--- src/rtl/f1_sequencer.sv ---
// -----------------------------------------------------------------------------
// f1_sequencer
//
// Control sequencer for the Formula One start-lights game. After a start
// button press it lights ten LEDs one at a time, one light every LIGHT_TICKS
// timebase ticks. On the tenth light it freezes a pseudo-random 14-bit delay
// value taken from a free-running LFSR and hands it to the external
// random-delay counter. When that counter reports time_out, all lights go out.
//
// Parameters:
//   LIGHT_TICKS  ticks between successive lights (1..1023)
//   N_MASK       AND-mask applied to the LFSR value before it is loaded into N
//
// Ports:
//   clk         system clock, rising-edge active
//   rst         asynchronous, active-high reset
//   tick        one-cycle timebase strobe (also the delay counter's trigger)
//   start       synchronised start button level
//   time_out    one-cycle pulse from the delay counter on expiry
//   N           delay value for the delay counter (held while en_lfsr = 0)
//   en_lfsr     1 = LFSR free-running, 0 = N frozen and delay counter counting
//   ledr        light outputs, bit 0 lights first
//   lights_out  one-cycle pulse in the cycle ledr clears after time_out
//   busy        high while a light sequence or the random wait is in progress
// -----------------------------------------------------------------------------
module f1_sequencer #(
  parameter int unsigned LIGHT_TICKS = 500,
  parameter logic [13:0] N_MASK      = 14'h0FFF
) (
  input  logic        clk,
  input  logic        rst,
  input  logic        tick,
  input  logic        start,
  input  logic        time_out,
  output logic [13:0] N,
  output logic        en_lfsr,
  output logic [9:0]  ledr,
  output logic        lights_out,
  output logic        busy
);

  typedef enum logic [1:0] {
    IDLE   = 2'd0,
    LIGHTS = 2'd1,
    WAIT   = 2'd2
  } state_t;

  state_t      state_q, state_d;
  logic [13:0] lfsr_q, lfsr_d;
  logic [9:0]  tick_cnt_q, tick_cnt_d;
  logic [9:0]  ledr_q, ledr_d;
  logic [13:0] n_q, n_d;
  logic        en_lfsr_q, en_lfsr_d;
  logic        lights_out_q, lights_out_d;
  logic        busy_q, busy_d;
  logic        start_q, start_d;
  logic        armed_q, armed_d;

  logic        lfsr_fb;
  logic        start_edge;
  logic [10:0] tick_cnt_inc;
  logic [9:0]  ledr_shift;
  logic [13:0] n_masked;

  // ---------------------------------------------------------------------------
  // Next-state and output logic
  // ---------------------------------------------------------------------------
  always_comb begin
    // NOTE: every variable written here gets a default first, so no path can
    // leave one unassigned and infer a latch.
    state_d      = state_q;
    tick_cnt_d   = tick_cnt_q;
    ledr_d       = ledr_q;
    n_d          = n_q;
    en_lfsr_d    = en_lfsr_q;
    lights_out_d = 1'b0;

    // x^14+x^13+x^12+x^2+1, Fibonacci form, new bit enters at bit 0.
    // Runs every cycle in every state; a non-zero seed never reaches zero.
    lfsr_fb = lfsr_q[13] ^ lfsr_q[12] ^ lfsr_q[11] ^ lfsr_q[1];
    lfsr_d  = {lfsr_q[12:0], lfsr_fb};

    // armed_q stays low until start has been seen low at least once since
    // reset, so a button held through reset release is not taken as a press.
    start_d    = start;
    armed_d    = armed_q | ~start;
    start_edge = start & ~start_q & armed_q;

    tick_cnt_inc = {1'b0, tick_cnt_q} + 11'd1;
    ledr_shift   = {ledr_q[8:0], 1'b1};
    n_masked     = lfsr_q & N_MASK;

    unique case (state_q)
      IDLE: begin
        if (start_edge) begin
          state_d    = LIGHTS;
          tick_cnt_d = '0;
          ledr_d     = '0;
        end
      end

      LIGHTS: begin
        if (tick) begin
          if (tick_cnt_inc == 11'(LIGHT_TICKS)) begin
            tick_cnt_d = '0;
            ledr_d     = ledr_shift;
            // Tenth light: freeze the delay value and hand over to the
            // delay counter in the same cycle. N = 0 is never presented.
            if (ledr_shift == 10'h3FF) begin
              n_d       = (n_masked == '0) ? 14'd1 : n_masked;
              en_lfsr_d = 1'b0;
              state_d   = WAIT;
            end
          end else begin
            tick_cnt_d = tick_cnt_inc[9:0];
          end
        end
      end

      WAIT: begin
        if (time_out) begin
          state_d      = IDLE;
          ledr_d       = '0;
          en_lfsr_d    = 1'b1;
          lights_out_d = 1'b1;
        end
      end

      default: begin
        state_d   = IDLE;
        ledr_d    = '0;
        en_lfsr_d = 1'b1;
      end
    endcase

    busy_d = (state_d != IDLE);
  end

  // ---------------------------------------------------------------------------
  // State registers
  // ---------------------------------------------------------------------------
  always_ff @(posedge clk or posedge rst) begin
    if (rst) begin
      state_q      <= IDLE;
      lfsr_q       <= 14'h0001;
      tick_cnt_q   <= '0;
      ledr_q       <= '0;
      n_q          <= '0;
      en_lfsr_q    <= 1'b1;
      lights_out_q <= 1'b0;
      busy_q       <= 1'b0;
      start_q      <= 1'b0;
      armed_q      <= 1'b0;
    end else begin
      // NOTE: non-blocking assignments so every flop samples the values from
      // before this edge, independent of statement order.
      state_q      <= state_d;
      lfsr_q       <= lfsr_d;
      tick_cnt_q   <= tick_cnt_d;
      ledr_q       <= ledr_d;
      n_q          <= n_d;
      en_lfsr_q    <= en_lfsr_d;
      lights_out_q <= lights_out_d;
      busy_q       <= busy_d;
      start_q      <= start_d;
      armed_q      <= armed_d;
    end
  end

  assign N          = n_q;
  assign en_lfsr    = en_lfsr_q;
  assign ledr       = ledr_q;
  assign lights_out = lights_out_q;
  assign busy       = busy_q;

endmodule
--- config.mk ---
export PLATFORM = sky130hd
export DESIGN_NAME = f1_sequencer
export DESIGN_NICKNAME = d
export VERILOG_FILES = /design/src/rtl/f1_sequencer.sv
export SDC_FILE = /design/constraint.sdc
export NUM_CORES = 1
export LEC_CHECK = 0
export ABC_AREA = 1
export CAP_MARGIN = 20
export CORE_ASPECT_RATIO = 0.9
export CORE_UTILIZATION = 32
export CTS_BUF_LIST = sky130_fd_sc_hd__clkbuf_16
export CTS_CLUSTER_SIZE = 20
export DETAILED_ROUTE_END_ITERATION = 6
export PLACE_DENSITY = 0.59
export SYNTH_ARGS = -nofsm -noshare
export SYNTH_HDL_FRONTEND = slang
export SYNTH_SLANG_ARGS = --single-unit
--- constraint.sdc ---
create_clock -name clk -period 5.5 [get_ports clk]
set_clock_uncertainty 0.15 [all_clocks]
set_input_delay 0.55 -clock clk [delete_from_list [all_inputs] [get_ports clk]]
set_output_delay 0.55 -clock clk [all_outputs]
set_load 0.1 [all_outputs]
== Word level (Yosys, flattened, before mapping) ==
Index checks and enable logic that the tools add are counted.

* Flip-flop bits (word level): 55
* Input bits: 5
* Word-level logic and storage cells: 59

* Reductions and logical operators: 8
* Bitwise logic cells: 9
* Add/subtract/negate cells: 1
* Muxes and demuxes: 22
* Eq/ne operators: 9

{| class="wikitable"
|+ Operator list
! kind !! count
|-
| $mux 10 || 6
|-
| $pmux 10 s3 || 1
|-
| $pmux 10 s2 || 1
|-
| $logic_not 14->1 || 1
|-
| $mux 12 || 1
|-
| $add 10x1->11 const B || 1
|-
| $eq 11x9->1 const B || 1
|-
| $mux 2 || 5
|-
| $ne 2x2->1 const B || 5
|-
| $eq 9x9->1 const B || 1
|-
| $reduce_and 4->1 || 2
|-
| $mux 1 || 6
|-
| $pmux 2 s3 || 1
|-
| $reduce_and 5->1 || 1
|-
| $reduce_bool 2->1 || 2
|-
| $not 1->1 || 3
|-
| $pmux 1 s3 || 1
|-
| $reduce_and 3->1 || 1
|-
| $xor 1x1->1 || 3
|-
| $and 1x1->1 || 2
|-
| $eq 2x1->1 const B || 1
|-
| $eq 2x2->1 const B || 1
|-
| $logic_not 2->1 || 1
|-
| $or 1x1->1 || 1
|}

== Depth between registers and ports, before layout ==
Gate-level depths: netlist of run 1.

* Depth after elaboration: 6
* Depth in mapped cells: 13
* Depth with buffers taken out: 13

== Worst setup path after synthesis of run 1 ==
OpenSTA, ideal clock, no wires.

* Path kind: reg2reg
* Start: register ledr_q[2] (netlist: ledr[2])
* End: register n_q[10] (netlist: N[10])
* Arrival time: 2.039 ns
* Period minus slack after synthesis: 2.312 ns
* Stages on the path, launching flop included: 9
* Path buffers: 1
* Required time: 5.228 ns
* Setup slack: 3.188 ns
* Path through: dfrtp_1 -> inv_1 -> nor3_1 -> nand4_1 -> nor2_1 -> nand4_1 -> buf_2 -> nand2_1 -> o21ai_2

* Longest elaborated chain between the ends: 2

{| class="wikitable"
|+ Ends and longest elaborated chain
! what !! line !! source
|-
| start, declared || 51 || <nowiki>logic [9:0] ledr_q, ledr_d;</nowiki>
|-
| start signal, assigned || 160 || <nowiki>ledr_q <= ledr_d;</nowiki>
|-
| $eq 9x9->1 || 109 || <nowiki>if (ledr_shift == 10'h3FF) begin</nowiki>
|-
| $reduce_and 4->1 (no line) || -- ||
|-
| end signal, assigned || 161 || <nowiki>n_q <= n_d;</nowiki>
|-
| end, declared || 52 || <nowiki>logic [13:0] n_q, n_d;</nowiki>
|}

Every way passes these cells.
A chain may end at the register's enable or synchronous reset.

== Worst setup path in the final report of run 1 ==
* Start: register en_lfsr_q (netlist: en_lfsr)
* End: output port en_lfsr

{| class="wikitable"
|+ RTL lines
! what !! line !! source
|-
| start, declared || 53 || <nowiki>logic en_lfsr_q, en_lfsr_d;</nowiki>
|-
| start signal, assigned || 162 || <nowiki>en_lfsr_q <= en_lfsr_d;</nowiki>
|-
| end, declared || 36 || <nowiki>output logic en_lfsr,</nowiki>
|}

No word-level cell between the ends.

==> results of run 1 <==
power breakdown:
group / switching (uW) / internal (uW) / total (uW)
Combinational: 115 / 49.8 / 165
Clock: 146 / 217 / 363
Sequential: 37.6 / 419 / 457
Total: 299 / 686 / 985
per-layer routing:
metal,up-vias,GRT usage,part of all wire
met5,-,0,0
met4,0,0.0488,0.016
met3,8,0.0386,0.036
met2,30,0.195,0.43
met1,934,0.216,0.52
li1,1013,-,-
kinds of logic (layout without fill, tap and decap cells):
| logic type | Yosys count | count (layout) | synth area share |
|---|---|---|---|
| AOI/OAI and AO/OA | 23 | 23 | 0.0622 |
| xor gates and xnor gates | 6 | 6 | 0.0206 |
| adders and majority gates | 1 | 1 | 0.00490 |
| buffers and inverters | 54 | 85 | 0.0901 |
| DFF | 53 | 53 | 0.520 |
| other | 1 | 2 | 0.00147 |
| and+or+nand+nor | 162 | 162 | 0.300 |
cell usage after synthesis, types with 3 or more instances:
cell	instances	area share
buf_2	4	0.0078
nand4_1	18	0.044
nand2_1	80	0.12
nor2_2	6	0.015
buf_4	3	0.0088
xor2_1	4	0.014
o21ai_2	9	0.031
nor2_1	25	0.037
nand2_2	5	0.012
o22ai_1	5	0.012
nor3_1	4	0.0078
dfrtp_1	51	0.50
nand3_1	15	0.029
o21ai_0	5	0.0098
inv_1	45	0.066
a21oi_1	3	0.0059
worst max path at each step:
stage | to | slack (ns) | cells past startpoint | startpoint
2_1_floorplan | N[10] | 3.19 | 8 | ledr[2]
3_3_place_gp | N[4] | 2.58 | 6 | tick
3_5_place_dp | N[5] | 2.53 | 6 | tick
4_1_cts | N[5] | 2.70 | 10 | tick_cnt_q[0]
5_1_grt | tick_cnt_q[0] | 2.53 | 7 | state_q[0]
6_report | en_lfsr | 2.85 | 1 | en_lfsr
metrics by stage:
step / util / cell area, um2
6_report: 0.407 / 3100
5_1_grt: 0.407 / 3100
4_1_cts: 0.405 / 3090
3_5_place_dp: 0.383 / 2920
3_3_place_gp: 0.383 / 2920
2_1_floorplan: - / 2560
cell type report:
class | count | area [um2]
tap | 96 | 120
clock buffer | 5 | 125
multi-input combinational | 194 | 998
fill | 778 | 4520
timing repair buffer | 31 | 313
clock inverter | 3 | 45.0
sequential | 53 | 1330
inverter | 46 | 173
registers in the layout (all words and copies together), names as in the netlist:
register / count
start_q: 1
busy: 1
N: 12
ledr: 10
armed_q: 1
en_lfsr: 1
tick_cnt_q: 10
lights_out: 1
lfsr_q: 14
state_q: 2
layout by cell type (no fill, tap or decap), drive strengths merged:
cell type	count
nor3	4
buf	2
o21ai	14
xnor2	2
nand2	86
nor2	33
inv	47
o22ai	5
nor4	1
ha	1
conb	2
nand3	18
nand4	19
clkbuf	5
dfrtp	51
or2	1
clkdlybuf4s50	29
dfstp	2
a21oi	4
bufinv	1
clkinv	1
xor2	4
==> run metrics, run 1 <==
Residual DRC=0; hold_sp=lfsr_q[5]; HP Class=flip-flop to flip-flop; status=finished, final reports clean; critical path endpoint category=output port; Crit path largest cell delay=between 1 and 1.5 ns; Max-Slew Margin vs Limit=0.340; Clock Latency Late Sink=between 0.2 and 0.3 ns; antenna cells=0; r2r startpoint=state_q[0]; Power Dens Cells=317 nW/um2; Tightest Pin Transition=0.987 ns; HPWL after detailed placement=~3600 um; crit path kind=flip-flop to output port; post-synth cell types=30; Async SR Flop Fraction=1.00; Avg Cell Area, Syn=between 8 and 9 um2; total power=~980 uW; total die area=8340 um2; fraction of layout cells with a size suffix above 1=0.127; post-synthesis register bit count=53; total wire length=about 5200 um; hold_ws=about 0.23 ns; WP buf/inv=1; CP required=4.80 ns; Critical Path AT=about 2 ns; fmax=378 MHz; synth-to-layout area growth=21.5%; chip width=approximately 96 um; R2R setup slack=roughly 2.9 ns; Starting Density=0.335; CTS tree=done; critical path fanouts, max=2; worst-case reg-to-reg path depth=7; worst-path cell chain=clkdlybuf4s50_1; initial antenna violation count=0; drt first pass iters=4; largest net degree at the start of global routing=54; RSZ-0062 raised after global routing=false; YS warnings=0; Hold Fails Final Rpt=0; 1st-iter DRT viols=102; Longest Clk Path Bufs=2; H-tree depth=2; Max-cap violations=0; Post-synth top flop=dfrtp_1; WHS Path Cells=0; vias=roughly 2k; fin crit share=0.482; non-filler cells, final=428; I/O Pins=32; cell family with most CP delay=buffers and inverters; global-route wire length before repair=9140 um; Placer Congestion=0.805; core area=about 7600 um2; sequential cell area fraction in the yosys report=0.520; GRT Total Usage=0.143; nets@finish=between 300 and 400; remaining global-route overflow=0; Slowest-stage cell, CP=clkdlybuf4s50_1; RR Endpoint=tick_cnt_q[0]; Tmin final=2.65 ns; vias in the first global route=between 1.5k and 2k; worst vdd ir=about 0.19 mV; synthesized area=2550 um2; clock sink total=53; DR WL/cell=roughly 12 um; Gates resized, CTS repair=0; synthesized instance count=300; CTS hold repair buffers=0; EDFF count, synth=0; vias per cell=4.64; Worst-path clk slew=roughly 0.070 ns; Leak=around 0.0014 uW; number of CTS-inserted buffers=5; worst setup margin=roughly 2.9 ns; Vert. Die Dim=a little under 90 um; CP Launch Type=flip-flop; row count=30; Clock Tree Root=clkbuf_16; PortBufs=29; post-placement cell count=~420; TNS Setup=0 ns; final setup fails=0; Slew Viols, Final=0; worst slack at placement=about 2.5 ns; Post CTS Setup Buffer Count=0; hold endpoint=lfsr_q[6]; Final ANT Viol Nets=0
Note: power is estimated with default switching activity, not from simulation.
==> run 2: changes to the inputs <==
Settings changed: PLACE_DENSITY 0.59 to 0.61.
Clock period 5.5 ns to 2.2 ns, I/O delays scaled along.
==> run 2 against run 1 <==
  * Hold slack got worse by 0.085 ns
  * Worst setup slack got worse by 2.7 ns
  * Sequential share of layout area decreased by 0.27 points
  * Highest routed layer unchanged
==> run metrics, run 2 (synthesized netlist as in run 1, its figures left out) <==
status=finished, final reports clean (unchanged); vias per cell=4.57 (was 4.64); fin crit share=0.912; synth-to-layout area growth=22.7% (was 21.5%); TNS Setup=0 ns (unchanged); number of CTS-inserted buffers=5 (unchanged); Worst-path clk slew=0.07 ns (about the same); antenna cells=0 (unchanged); CP required=2.23 ns (was 4.80 ns); DR WL/cell=11.9 um (was 12.2 um); drt first pass iters=5 (was 4); I/O Pins=32 (unchanged); Crit path largest cell delay=0.40 ns (was 1.12 ns); Starting Density=0.335 (unchanged); non-filler cells, final=435 (was 428); remaining global-route overflow=0 (unchanged); Critical Path AT=2.03 ns (was 1.95 ns); global-route wire length before repair=8980 um (was 9140 um); worst slack at placement=0.123 ns (was 2.53 ns); HP Class=input pin to async pin (was flip-flop to flip-flop); Slew Viols, Final=0 (unchanged); critical path fanouts, max=17 (was 2); Vert. Die Dim=86.8 um (unchanged); fmax=between 400 and 500 MHz; row count=30 (unchanged); final setup fails=0 (unchanged); Tmin final=approximately 2 ns; vias=1988 (was 1985); Max-Slew Margin vs Limit=0.625 (was 0.340); R2R setup slack=0.19 ns (was 2.92 ns); max reg flops=14 (unchanged); fraction of layout cells with a size suffix above 1=0.233 (was 0.127); chip width=96.2 um (unchanged); Residual DRC=0 (unchanged); Longest Clk Path Bufs=2 (unchanged); Most flops, register=lfsr_q (unchanged); cell family with most CP delay=simple AND/OR/NAND/NOR gates (was buffers and inverters); Power Dens Cells=786 nW/um2 (was 317 nW/um2); Fill cells=739 (was 778); nets@finish=344 (was 337); clock sink total=53 (unchanged); Slowest-stage cell, CP=dfrtp_1 (was clkdlybuf4s50_1); HPWL after detailed placement=3770 um (was 3590 um); RSZ-0062 raised after global routing=false (unchanged); worst vdd ir=0.530 mV (was 0.189 mV); H-tree depth=2 (unchanged); total die area=8340 um2 (unchanged); post-placement cell count=425 (was 419); Hold Fails Final Rpt=0 (unchanged); largest net degree at the start of global routing=54 (unchanged); Max-cap violations=0 (unchanged); Clock Tree Root=clkbuf_16 (unchanged); total wire length=5160 um (was 5240 um); core area=7620 um2 (unchanged); commonest non-fill, non-tap cell in the layout=nand2_1 (unchanged); initial antenna violation count=0 (unchanged); worst-path cell chain=ha_2, nand2_2, nor2_4, nand2_1, nand2_2, nand3_2, nor2_2, nand2_2, nand2_8, nand3_4, nand2_1, nand2_1 (was clkdlybuf4s50_1); Final ANT Viol Nets=0 (unchanged); vias in the first global route=1919 (was 1840); PortBufs=29 (unchanged); critical path endpoint category=flip-flop (was output port); Leak=0.00152 uW (was 0.00144 uW); Clock Latency Late Sink=0.29 ns (about the same); WP buf/inv=0 (was 1); GRT Total Usage=0.140 (was 0.143); crit path kind=flip-flop to flip-flop (was flip-flop to output port); worst setup margin=0.193 ns (was 2.85 ns); Placer Congestion=0.858 (was 0.805); CP Launch Type=flip-flop (unchanged); Tightest Pin Transition=0.560 ns (was 0.987 ns); CTS tree=done (unchanged); most frequent cells in the layout=nand2_1 (80), dfrtp_1 (47), inv_1 (45), buf_4 (31), nor2_1 (25) (was nand2_1 (80), dfrtp_1 (51), inv_1 (44), clkdlybuf4s50_1 (29), nor2_1 (25)); 1st-iter DRT viols=139 (was 102)
-- run 2: layout make-up --
| class | count | area [um2] | share of cell area |
|---|---|---|---|
| sequential | 53 | 1330 | 0.426 |
| multi-input combinational | 195 | 1030 | 0.328 |
| timing repair buffer | 37 | 313 | 0.0998 |
| inverter | 46 | 173 | 0.0551 |
| clock buffer | 5 | 125 | 0.0399 |
| tap | 96 | 120 | 0.0383 |
| clock inverter | 3 | 42.5 | 0.0136 |
-- run 2: worst min-delay path, stage by stage --
cell	delay, ns
clkdlybuf4s50_1	0.41
inv_2	0.07
buf_12	0.27
-- run 2: layer usage --
| metal | track usage | vias to the layer above | part of all wire |
|---|---|---|---|
| met5 | 0 | - | 0 |
| met4 | 0.0461 | 0 | 0.010 |
| met3 | 0.0333 | 4 | 0.041 |
| met2 | 0.208 | 42 | 0.45 |
| met1 | 0.200 | 914 | 0.50 |
| li1 | - | 1028 | - |
-- run 2: timing repair --
action | 4_1_cts | 5_1_grt
gates resized for setup | 0 | 3
hold buffers | 0 | 0
endpoints found under the setup margin | 0 | 10
hold endpoints to repair | 0 | 0
setup buffers | 0 | 1
-- run 2: path summary, 6_finish.rpt --
check / start / to / cells after the start
max in group asynchronous: rst / en_lfsr / 3
max reg2reg: tick_cnt_q[0] / ledr[5] / 12
min: rst / N[3] / 3
min reg2reg: lfsr_q[6] / lfsr_q[7] / 0
min in group clk: lfsr_q[6] / lfsr_q[7] / 0
max: tick_cnt_q[0] / ledr[5] / 12
-- run 2: through the flow --
| step | utilization | power, uW | cell area, um2 | hold WS (ns) |
|---|---|---|---|---|
| after floorplan | - | 1480 | 2560 | 0.101 |
| final | 0.411 | 2460 | 3130 | 0.141 |
| after detailed placement | 0.385 | 1580 | 2930 | 0.208 |
| after global placement | 0.385 | 1570 | 2930 | 0.206 |
| after global routing | 0.411 | 2600 | 3130 | 0.181 |
| after CTS | 0.407 | 2470 | 3100 | 0.155 |
-- run 2: power by group --
group / switching (uW) / total (uW) / internal, uW
Combinational: 300 / 440 / 140
Sequential: 93.8 / 1140 / 1050
Clock: 343 / 880 / 537
==> run 3: changes to the inputs <==
--- a/config.mk
+++ b/config.mk
@@ -17,2 +17,3 @@
 export SYNTH_HDL_FRONTEND = slang
 export SYNTH_SLANG_ARGS = --single-unit
+export TNS_END_PERCENT = 5
--- a/constraint.sdc
+++ b/constraint.sdc
@@ -3,3 +3,3 @@
 set_input_delay 0.22 -clock clk [delete_from_list [all_inputs] [get_ports clk]]
 set_output_delay 0.22 -clock clk [all_outputs]
-set_load 0.1 [all_outputs]
+set_load 0.01 [all_outputs]
==> run 3 against run 2 <==
  * Largest cell class unchanged
  * Global-route usage decreased by 0.28 points
  * Non-clock buffer count is the same
  * Highest routed layer unchanged
  * First-iteration DRC count is 13% lower
  * Hold slack got worse by 0.0084 ns
  * Largest power group unchanged
==> run metrics, run 3 (synthesized netlist as in run 1, its figures left out) <==
initial antenna violation count=0 (unchanged); Gates resized, CTS repair=0 (unchanged); GRT Total Usage=0.137 (was 0.140); nets@finish=343 (was 344); 1st-iter DRT viols=121 (was 139); worst vdd ir=0.457 mV (was 0.530 mV); final setup fails=0 (unchanged); clock sink total=53 (unchanged); Most flops, register=lfsr_q (unchanged); I/O Pins=32 (unchanged); critical path endpoint category=flip-flop (unchanged); status=finished, final reports clean (unchanged); Max-cap violations=0 (unchanged); drt first pass iters=5 (unchanged); total power=2370 uW (was 2460 uW); Clock Tree Root=clkbuf_16 (unchanged); number of CTS-inserted buffers=5 (unchanged); fraction of layout cells with a size suffix above 1=0.145 (was 0.233); CTS tree=done (unchanged); total die area=8340 um2 (unchanged); Starting Density=0.335 (unchanged); CP required=2.23 ns (about the same); PortBufs=29 (unchanged); worst slack at placement=0.151 ns (was 0.123 ns); remaining global-route overflow=0 (unchanged); CP Launch Type=flip-flop (unchanged); Power Dens Cells=748 nW/um2 (was 786 nW/um2); fin crit share=0.914 (was 0.912); Residual DRC=0 (unchanged); Longest Clk Path Bufs=2 (unchanged); Slew Viols, Final=0 (unchanged); Post CTS Setup Buffer Count=0 (unchanged); Vert. Die Dim=86.8 um (unchanged); worst setup margin=0.189 ns (was 0.193 ns); Leak=0.00148 uW (was 0.00152 uW); DR WL/cell=11.9 um (about the same); synth-to-layout area growth=24.3% (was 22.7%); commonest non-fill, non-tap cell in the layout=nand2_1 (unchanged); total wire length=5150 um (was 5160 um); CTS hold repair buffers=0 (unchanged); Tmin final=2.01 ns (about the same); Placer Congestion=0.843 (was 0.858); Post-DP Area=3000 um2 (was 2930 um2); RSZ-0062 raised after global routing=false (unchanged); Clock Latency Late Sink=0.29 ns (about the same); largest net degree at the start of global routing=54 (unchanged); r2r startpoint=tick_cnt_q[0] (unchanged); RR Endpoint=ledr[5] (unchanged); global-route wire length before repair=8830 um (was 8980 um); worst-case reg-to-reg path depth=12 (unchanged); row count=30 (unchanged); most frequent cells in the layout=nand2_1 (80), dfrtp_1 (51), inv_1 (44), clkdlybuf4s50_1 (29), nor2_1 (25) (was nand2_1 (80), dfrtp_1 (47), inv_1 (45), buf_4 (31), nor2_1 (25)); TNS Setup=0 ns (unchanged); crit path kind=flip-flop to flip-flop (unchanged); chip width=96.2 um (unchanged); hold_ws=0.133 ns (was 0.141 ns); HPWL after detailed placement=3710 um (was 3770 um); Final ANT Viol Nets=0 (unchanged); antenna cells=0 (unchanged); H-tree depth=2 (unchanged); Hold Fails Final Rpt=0 (unchanged); max reg flops=14 (unchanged); fmax=497 MHz (was 498 MHz); Critical Path AT=2.05 ns (was 2.03 ns); HP Class=input pin to async pin (unchanged); vias in the first global route=1859 (was 1919); vias per cell=4.61 (was 4.57); Finished Cell Area=3170 um2 (was 3130 um2); R2R setup slack=0.19 ns (about the same); core area=7620 um2 (unchanged); Worst-path clk slew=0.07 ns (about the same); critical path fanouts, max=16 (was 17); vias=1999 (was 1988)
[run 3: cell count changes in the layout (fill, tap and decap cells not counted)]
cell and delta:
clkdlybuf4s50_1 +25, dfrtp_2 -4, ha_2 -1, nand3_4 -1
buf_4 -25, clkinv_2 +1, dfrtp_1 +4, ha_1 +1
inv_1 -1
[run 3: worst max-delay path, cell delays in order (launching register included)]
cell and delay (ns):
dfrtp_1 0.40, ha_1 0.22, nand2_2 0.08, nor2_4 0.14
nand2_1 0.08, nand2_2 0.08, nand3_2 0.07, nor2_2 0.15
nand2_2 0.11, nand2_8 0.13, nand3_4 0.14, nand2_1 0.10
nand2_1 0.05
[run 3: per-layer routing]
layer	part of all wire	wire, um	global-route usage	up-vias
li1	-	-	-	1019
met1	0.51	2630	0.209	942
met2	0.45	2310	0.198	36
met3	0.034	173	0.0281	2
met4	0.0066	34	0.0326	0
met5	0	0	0	-
[run 3: worst max path at each step]
stage / start / end / cells after the start
2_1_floorplan: tick_cnt_q[0] / N[10] / 11
3_3_place_gp: tick_cnt_q[0] / ledr[9] / 12
3_5_place_dp: tick_cnt_q[0] / ledr[1] / 12
4_1_cts: tick_cnt_q[0] / ledr[1] / 12
5_1_grt: tick_cnt_q[0] / ledr[3] / 12
6_report: tick_cnt_q[0] / ledr[5] / 12
[run 3: area by class of cell]
| class | instances | area, um2 |
|---|---|---|
| clock buffers | 5 | 125 |
| clock inverters | 3 | 43.8 |
| fillers | 731 | 4450 |
| inverters | 46 | 173 |
| multi-input cells | 194 | 1010 |
| flip-flops and latches | 53 | 1330 |
| well taps | 96 | 120 |
| repair buffers | 37 | 375 |
[run 3: report_power, final]
part	switching [uW]	leakage [uW]	internal, uW
Combinational	208	0.000697	131
Sequential	97.4	0.000697	1050
Clock	350	0.0000842	539
[run 3: through the flow]
stage               instances   util
global route              434  0.416
global placement          426  0.393
floorplan                 301      -
CTS                       434  0.415
detailed placement        426  0.393
finish                    434  0.416
